File: config.mk
export PLATFORM = sky130hd
export DESIGN_NAME = pingpang_reader
export DESIGN_NICKNAME = d
export VERILOG_FILES = /design/src/rtl/pingpang_pkg.sv /design/src/rtl/pingpang_throttle.sv /design/src/rtl/pingpang_reader.sv
export SDC_FILE = /design/constraint.sdc
export NUM_CORES = 1
export LEC_CHECK = 0
export ABC_AREA = 1
export BUFFER_PORTS_ARGS = -buffer_cell sky130_fd_sc_hd__buf_2
export CAP_MARGIN = 20
export CORE_MARGIN = 1
export CORE_UTILIZATION = 25
export CTS_CLUSTER_SIZE = 40
export DETAILED_ROUTE_END_ITERATION = 7
export PLACE_DENSITY_LB_ADDON = 0.15
export SYNTH_ARGS = -nofsm -noshare
export SYNTH_HDL_FRONTEND = slang
export SYNTH_SLANG_ARGS = --single-unit
File: constraint.sdc
create_clock -name clk -period 3.3 [get_ports clk]
set_input_delay 0.165 -clock clk [delete_from_list [all_inputs] [get_ports clk]]
set_output_delay 0.165 -clock clk [all_outputs]
set_load 0.01 [all_outputs]
File: src/rtl/pingpang_pkg.sv
// Shared definitions for the ping-pong read/write controllers: state encoding,
// burst geometry helpers and a ceiling-log2 function.
package pingpang_pkg;

  typedef enum logic [2:0] {
    IDLE  = 3'd0,
    PRE_S = 3'd1,
    READ1 = 3'd2,
    READ2 = 3'd3,
    DONE  = 3'd4
  } state_t;

  function automatic int clogb2(input int n);
    int r;
    r = 0;
    while ((1 << r) < n) r++;
    return r;
  endfunction

  function automatic int burst_bytes(input int len, input int dw);
    return (len * dw) / 8;
  endfunction

  // Each engine skips over the other engine's burst.
  function automatic int address_change(input int len, input int dw);
    return 2 * burst_bytes(len, dw);
  endfunction

endpackage

File: src/rtl/pingpang_throttle.sv
// Hysteresis throttle: set at or above the warning level, released only once
// the sink drains to the cancel level.
module pingpang_throttle #(
  parameter int FIFO_Counter_WIDTH = 8
) (
  input  logic                          clk,
  input  logic                          rst_n,
  input  logic [FIFO_Counter_WIDTH-1:0] fifo_cnt,
  input  logic [FIFO_Counter_WIDTH-1:0] thres,
  input  logic [FIFO_Counter_WIDTH-1:0] cancel,
  output logic                          throttled
);

  always_ff @(posedge clk or negedge rst_n) begin
    if (!rst_n) begin
      throttled <= 1'b0;
    end else if (fifo_cnt >= thres) begin
      throttled <= 1'b1;
    end else if (fifo_cnt <= cancel) begin
      throttled <= 1'b0;
    end
  end

endmodule

File: src/rtl/pingpang_reader.sv
// Ping-pong read controller: engine 1 owns even bursts, engine 2 odd bursts;
// beats are drained one burst at a time so the merged stream stays in order.
module pingpang_reader
  import pingpang_pkg::*;
#(
  parameter int C_M_AXI_BURST_LEN  = 16,
  parameter int C_M_AXI_DATA_WIDTH = 32,
  parameter int ADDR_WIDTH         = 32,
  parameter int FIFO_Counter_WIDTH = 8
) (
  input  logic                          clk,
  input  logic                          rst_n,
  input  logic                          start,
  input  logic [ADDR_WIDTH-1:0]         End_ADDR,
  input  logic [FIFO_Counter_WIDTH-1:0] FIFO_Counter,
  input  logic [FIFO_Counter_WIDTH-1:0] WARNING_THRES,
  input  logic [FIFO_Counter_WIDTH-1:0] WARNING_CANCEL_THRES,
  output logic                          INIT_AXI_TXN_1,
  output logic                          INIT_AXI_TXN_2,
  input  logic                          INIT_AXI_TXN_DONE_1,
  input  logic                          INIT_AXI_TXN_DONE_2,
  output logic [ADDR_WIDTH-1:0]         BIAS_ADDR_1,
  output logic [ADDR_WIDTH-1:0]         BIAS_ADDR_2,
  output logic                          Rd_en_1,
  output logic                          Rd_en_2,
  input  logic                          Data_valid_1,
  input  logic                          Data_valid_2,
  input  logic [C_M_AXI_DATA_WIDTH-1:0] Data_1,
  input  logic [C_M_AXI_DATA_WIDTH-1:0] Data_2,
  output logic [C_M_AXI_DATA_WIDTH-1:0] data,
  output logic                          data_en,
  output logic                          Read_done,
  output logic                          burst_err,
  output logic [2:0]                    current_state
);

  localparam int BB    = burst_bytes(C_M_AXI_BURST_LEN, C_M_AXI_DATA_WIDTH);
  localparam int CNT_W = clogb2(C_M_AXI_BURST_LEN + 1);
  localparam logic [ADDR_WIDTH-1:0] BB_A   = ADDR_WIDTH'(BB);
  localparam logic [ADDR_WIDTH-1:0] STEP_A = ADDR_WIDTH'(address_change(C_M_AXI_BURST_LEN, C_M_AXI_DATA_WIDTH));

  state_t           state;
  logic             start_q;
  logic             throttled;
  logic [CNT_W-1:0] beat_cnt;
  logic             pend_1, pend_2;
  logic             out_1, out_2;
  logic             done_1, done_2;
  logic             acc_1, acc_2;
  logic             ev_1, ev_2;

  // Offsets are burst-aligned, so sub-burst bits of End_ADDR never change the outcome.
  function automatic logic legal(input logic [ADDR_WIDTH-1:0] off,
                                 input logic [ADDR_WIDTH-1:0] lim);
    logic [ADDR_WIDTH:0] top;
    top = {1'b0, off} + {1'b0, BB_A};
    return top <= {1'b0, lim};
  endfunction

  function automatic logic count_bad(input logic [CNT_W-1:0] cnt, input logic acc);
    logic [CNT_W:0] sum;
    sum = {1'b0, cnt} + {{CNT_W{1'b0}}, acc};
    return sum != (CNT_W+1)'(C_M_AXI_BURST_LEN);
  endfunction

  pingpang_throttle #(
    .FIFO_Counter_WIDTH(FIFO_Counter_WIDTH)
  ) u_throttle (
    .clk      (clk),
    .rst_n    (rst_n),
    .fifo_cnt (FIFO_Counter),
    .thres    (WARNING_THRES),
    .cancel   (WARNING_CANCEL_THRES),
    .throttled(throttled)
  );

  assign Rd_en_1       = (state == READ1) && !throttled;
  assign Rd_en_2       = (state == READ2) && !throttled;
  assign acc_1         = Data_valid_1 && Rd_en_1;
  assign acc_2         = Data_valid_2 && Rd_en_2;
  assign ev_1          = INIT_AXI_TXN_DONE_1 || done_1;
  assign ev_2          = INIT_AXI_TXN_DONE_2 || done_2;
  assign current_state = state;

  always_ff @(posedge clk or negedge rst_n) begin
    if (!rst_n) begin
      state          <= IDLE;
      start_q        <= 1'b0;
      INIT_AXI_TXN_1 <= 1'b0;
      INIT_AXI_TXN_2 <= 1'b0;
      BIAS_ADDR_1    <= '0;
      BIAS_ADDR_2    <= BB_A;
      data           <= '0;
      data_en        <= 1'b0;
      Read_done      <= 1'b0;
      burst_err      <= 1'b0;
      beat_cnt       <= '0;
      pend_1         <= 1'b0;
      pend_2         <= 1'b0;
      out_1          <= 1'b0;
      out_2          <= 1'b0;
      done_1         <= 1'b0;
      done_2         <= 1'b0;
    end else begin
      start_q        <= start;
      INIT_AXI_TXN_1 <= 1'b0;
      INIT_AXI_TXN_2 <= 1'b0;
      data_en        <= 1'b0;

      // Prefetch: an engine relaunches as soon as its previous burst has drained.
      if ((state == READ1 || state == READ2) && !throttled) begin
        if (pend_1 && !out_1) begin
          INIT_AXI_TXN_1 <= 1'b1;
          pend_1         <= 1'b0;
          out_1          <= 1'b1;
        end
        if (pend_2 && !out_2) begin
          INIT_AXI_TXN_2 <= 1'b1;
          pend_2         <= 1'b0;
          out_2          <= 1'b1;
        end
      end

      // A completion outside its own phase is held until that phase is reached;
      // it is only tolerated when it coincides with the active engine finishing.
      if (INIT_AXI_TXN_DONE_1 && state != READ1) begin
        done_1 <= 1'b1;
        if (!(INIT_AXI_TXN_DONE_2 && state == READ2)) burst_err <= 1'b1;
      end
      if (INIT_AXI_TXN_DONE_2 && state != READ2) begin
        done_2 <= 1'b1;
        if (!(INIT_AXI_TXN_DONE_1 && state == READ1)) burst_err <= 1'b1;
      end

      case (state)
        IDLE: begin
          Read_done <= 1'b0;
          if (start && !start_q) begin
            BIAS_ADDR_1 <= '0;
            BIAS_ADDR_2 <= BB_A;
            burst_err   <= 1'b0;
            beat_cnt    <= '0;
            pend_1      <= 1'b0;
            pend_2      <= 1'b0;
            out_1       <= 1'b0;
            out_2       <= 1'b0;
            done_1      <= 1'b0;
            done_2      <= 1'b0;
            if (legal('0, End_ADDR)) begin
              state <= PRE_S;
            end else begin
              state     <= DONE;
              Read_done <= 1'b1;
            end
          end
        end

        PRE_S: begin
          INIT_AXI_TXN_1 <= 1'b1;
          out_1          <= 1'b1;
          if (legal(BIAS_ADDR_2, End_ADDR)) begin
            INIT_AXI_TXN_2 <= 1'b1;
            out_2          <= 1'b1;
          end
          state <= READ1;
        end

        READ1: begin
          if (acc_1) begin
            data     <= Data_1;
            data_en  <= 1'b1;
            beat_cnt <= beat_cnt + CNT_W'(1);
          end
          if (ev_1) begin
            if (count_bad(beat_cnt, acc_1)) burst_err <= 1'b1;
            beat_cnt    <= '0;
            done_1      <= 1'b0;
            out_1       <= 1'b0;
            BIAS_ADDR_1 <= BIAS_ADDR_1 + STEP_A;
            if (legal(BIAS_ADDR_1 + STEP_A, End_ADDR)) pend_1 <= 1'b1;
            if (out_2 || pend_2) begin
              state <= READ2;
            end else begin
              state     <= DONE;
              Read_done <= 1'b1;
            end
          end
        end

        READ2: begin
          if (acc_2) begin
            data     <= Data_2;
            data_en  <= 1'b1;
            beat_cnt <= beat_cnt + CNT_W'(1);
          end
          if (ev_2) begin
            if (count_bad(beat_cnt, acc_2)) burst_err <= 1'b1;
            beat_cnt    <= '0;
            done_2      <= 1'b0;
            out_2       <= 1'b0;
            BIAS_ADDR_2 <= BIAS_ADDR_2 + STEP_A;
            if (legal(BIAS_ADDR_2 + STEP_A, End_ADDR)) pend_2 <= 1'b1;
            if (out_1 || pend_1) begin
              state <= READ1;
            end else begin
              state     <= DONE;
              Read_done <= 1'b1;
            end
          end
        end

        DONE: begin
          Read_done <= 1'b1;
          if (!start) begin
            state     <= IDLE;
            Read_done <= 1'b0;
          end
        end

        default: state <= IDLE;
      endcase
    end
  end

endmodule

==> out/metrics.csv <==
stage,metric,value,unit
floorplanning,Initial Util,25.64,%
setup_path,Crit path depth,18,
synthesis,dominant cells by area after synthesis,"dfrtp_1 (28%), ha_1 (14%), nand2_1 (11%)",
final_layout,Non-Filler Instances,2146,
global_route,initial antenna violation count,1,
sta,max-slew violations,0,
clocking,H-tree level count,3,
floorplanning,I/O Pins,233,
setup_path,Worst R2R End,pend_2,
sta,Setup-failing EPs final,1,
drt,1st-iter DRT viols,549,
floorplanning,Die ar.,37610,µm²
synthesis,simple-gate share of the synthesized area,28.15,%
setup_path,Worst EP required,3.63,ns
sta,hold violation count in the final report,0,
clocking,clock root buffer,clkbuf_16,
placed_design,dpl cells,2102,
floorplanning,row cnt,69,
drt,routed length per instance,15.92,µm
clocking,TritonCTS Buffers,9,
sta,RSZ-0062 raised after global routing,true,
global_route,vias in the first global route,9575,
global_route,aggregate global routing overflow,0,
clocking,clock tree sinks,104,
synthesis,Synth Flop Type,dfrtp_1,
final_layout,post-layout net count,1910,
floorplanning,core area,35910,µm²
floorplanning,Die H,193.9,µm
power_and_ir_drop,pwr/cell area,611.0,nW/µm²
final_layout,Layout Area Growth over Synthesis,40.84,%
hold_path,Worst Hold Class,in2reg,
synthesis,Synth Area per Inst,7.063,µm²
setup_path,CP Launch Type,flip-flop,
final_layout,ANT cells,0,
sta,setup total negative slack,-0.06137,ns
setup_path,"Slowest-stage cell, CP",or4_4,
clocking,Max clock buf depth,2,
synthesis,"EDFF count, synth",0,
drt,final WL,34.17,mm
setup_path,critical-path cell list,"ha_4, nand3_4, nor2_4, xor2_4, nand4_4, nor2_4, nand4_4, nor2_2, nand2_1, xor2_1, ha_1, nand2_2, or4_4, nor2_4, nand4_1, nand2_1, nand3_1, nand2_1",
power_and_ir_drop,cell leakage power,0.006772,µW
synthesis,complex-gate fraction of the synthesized area,12.92,%
synthesis,Synth top cells by count,"nand2_1 (274), inv_1 (214), nor2_1 (145)",
synthesis,post-synthesis sequential area ratio,28.27,%
setup_path,cell family with most CP delay,simple AND/OR/NAND/NOR gates,
drt,remaining antenna violation count,0,
placed_design,hpwl dp,27.49,mm
clocking,Worst-path clk slew,0.09,ns
setup_path,R2R Path Start,BIAS_ADDR_2[8],
drt,DR vias/cell,4.674,
sta,slew margin rel.,48.92,%
sta,final worst slack,-0.06137,ns
synthesis,"count leader, synth",nand2_1,
hold_path,hold path depth,3,
setup_path,critical path type,reg2reg,
outcome,failing checks,negative setup slack,
sta,Least-Margin Pin Slew,0.7633,ns
final_layout,share of layout cells above drive strength 1,32.70,%
drt,1st-pass router iterations,5,
sta,clk_skew,0.01582,ns
synthesis,Netlist cell types,54,
drt,DRC,0,
sta,min Tclk post-route,3.361,ns
final_layout,fin area,12970,µm²
synthesis,Synth Area in Adders,13.99,%
setup_path,R2R setup slack,-0.06,ns
synthesis,main combinational cell family by area after synthesis,simple AND/OR/NAND/NOR gates,
setup_path,Crit. Startpoint,BIAS_ADDR_2[8],
synthesis,Synth area leader,dfrtp_1,
setup_path,critical-path maximum fanout,5,
global_route,overall global routing resource usage,17.86,%
global_route,largest net degree at the start of global routing,66,
setup_path,end point of the critical path,pend_2,
sta,fin crit share,101.9,%
synthesis,XOR/XNOR Fraction of Synth Area,5.488,%
synthesis,synthesized cell area,9210,µm²
outcome,outcome,"finished, violations left",
clocking,CTS tree,done,
placed_design,number of port buffers,219,
synthesis,synth warn,0,
synthesis,Post-Synthesis Cells,1304,
run,MaxCap Viol Count,0,
placed_design,Placed Area,11840,µm²
synthesis,"FF+latch count, synth",104,
synthesis,top-area cell type share of the netlist area,27.99,%
clocking,clock latency on the worst-skew pair,0.39,ns
setup_path,CP arrival,3.69,ns
setup_path,Crit path largest cell delay,0.54,ns
setup_path,Reg2Reg Depth,18,
setup_path,CP Buf/Inv Count,0,
drt,DR vias,10031,
floorplanning,Die Span X,193.9,µm
power_and_ir_drop,VDD IR max,0.3260,mV
setup_path,CP endpoint kind,flip-flop,
global_route,first-pass GRT wire length,52.58,mm
sta,Max Freq,297.5,MHz
placed_design,GP Congestion,0.8810,
synthesis,asr flop ratio synth,100.0,%
synthesis,mux cell area share after synthesis,0,%
==> final cells by class <==
cell class              instances  area [µm²]
flip-flops and latches        104        2615
clock buffers                   9       225.2
inverters                     216       813.3
clock inverters                 7       113.9
fillers                      3946       22940
multi-input cells             956        6193
well taps                     461       576.8
repair buffers                393        2434
==> through the flow <==
| stage | power [µW] | util (%) | hold WS (ns) | setup slack [ns] |
|---|---|---|---|---|
| after global routing | 8612 | 36.12 | 0.01630 | -0.2882 |
| after CTS | 7698 | 34.23 | 0.006670 | -0.04164 |
| after global placement | 6320 | 32.97 | 0.2892 | -0.1163 |
| final | 7925 | 36.12 | 0.02362 | -0.06137 |
| after floorplan | 4507 | - | -0.1306 | 0.01530 |
| after detailed placement | 6327 | 32.97 | 0.2942 | -0.1716 |
==> cells by family after synthesis <==
logic type	Yosys count
other	1
AND/OR/NAND/NOR	582
XOR/XNOR	56
adder cells (fa/ha/maj)	103
AO/OA/AOI/OAI	202
flip-flops	104
buffers and inverters	256
==> placed cells by master (no fill, tap or decap), types with 40 or more instances in the layout <==
cell type    n
xor2_1      41
nand3_1     42
nand4_1     46
o21ai_0     40
buf_4      169
nand2_1    256
dfrtp_1     94
a21oi_1     45
nor2_1     119
inv_1      204
ha_1        94
buf_2      218
==> flip-flops by register name, indices dropped and copies added (netlist names) <==
name	count
out_1	1
INIT_AXI_TXN_2	1
beat_cnt	5
data	32
INIT_AXI_TXN_1	1
start_q	1
Read_done	1
BIAS_ADDR_1	25
pend_2	1
BIAS_ADDR_2	26
done_2	1
current_state	3
burst_err	1
out_2	1
pend_1	1
u_throttle.throttled	1
data_en	1
done_1	1
==> timing repair <==
| item | 4_1_cts | 5_1_grt |
|---|---|---|
| buffers inserted | 4 | 22 |
| gates resized for setup | 22 | 119 |
| hold buffers | 2 | 0 |
| endpoints found under the hold margin | 48 | 0 |
| pin swaps | 8 | 72 |
| setup endpoints to repair | 4 | 4 |
==> per-layer routing <==
layer,track usage [%],share of wire [%],wire length [µm]
met1,23.76,46,15790
met2,30.02,47,16140
met3,3.183,5.0,1716
met4,3.939,1.5,512
met5,0,0.038,13
==> worst reg2reg max path, delay by kind of cell, from the launching register on <==
kind / cells / cell delay, ns
adder cells (fa/ha/maj): 2 / 0.52
XOR/XNOR: 2 / 0.38
flip-flops: 1 / 0.47
AND/OR/NAND/NOR: 14 / 1.93
==> worst min path at each step <==
stage	to	slack, ns	startpoint
detailed placement	data[26]	0.29	rst_n
floorplan	BIAS_ADDR_1[10]	-0.13	rst_n
finish	data[26]	0.02	Data_1[26]
CTS	data[26]	0.007	Data_1[26]
global route	data[25]	0.02	Data_2[25]
global placement	data[26]	0.29	rst_n
==> where the power goes <==
part           leakage [µW]  total (µW)  internal [µW]  switching, µW
sequential          0.00131        2210           1760            445
clock              0.000165        1280            684            600
combinational       0.00530        4430           1820           2610
No activity file was read; power rests on OpenSTA's default activity.
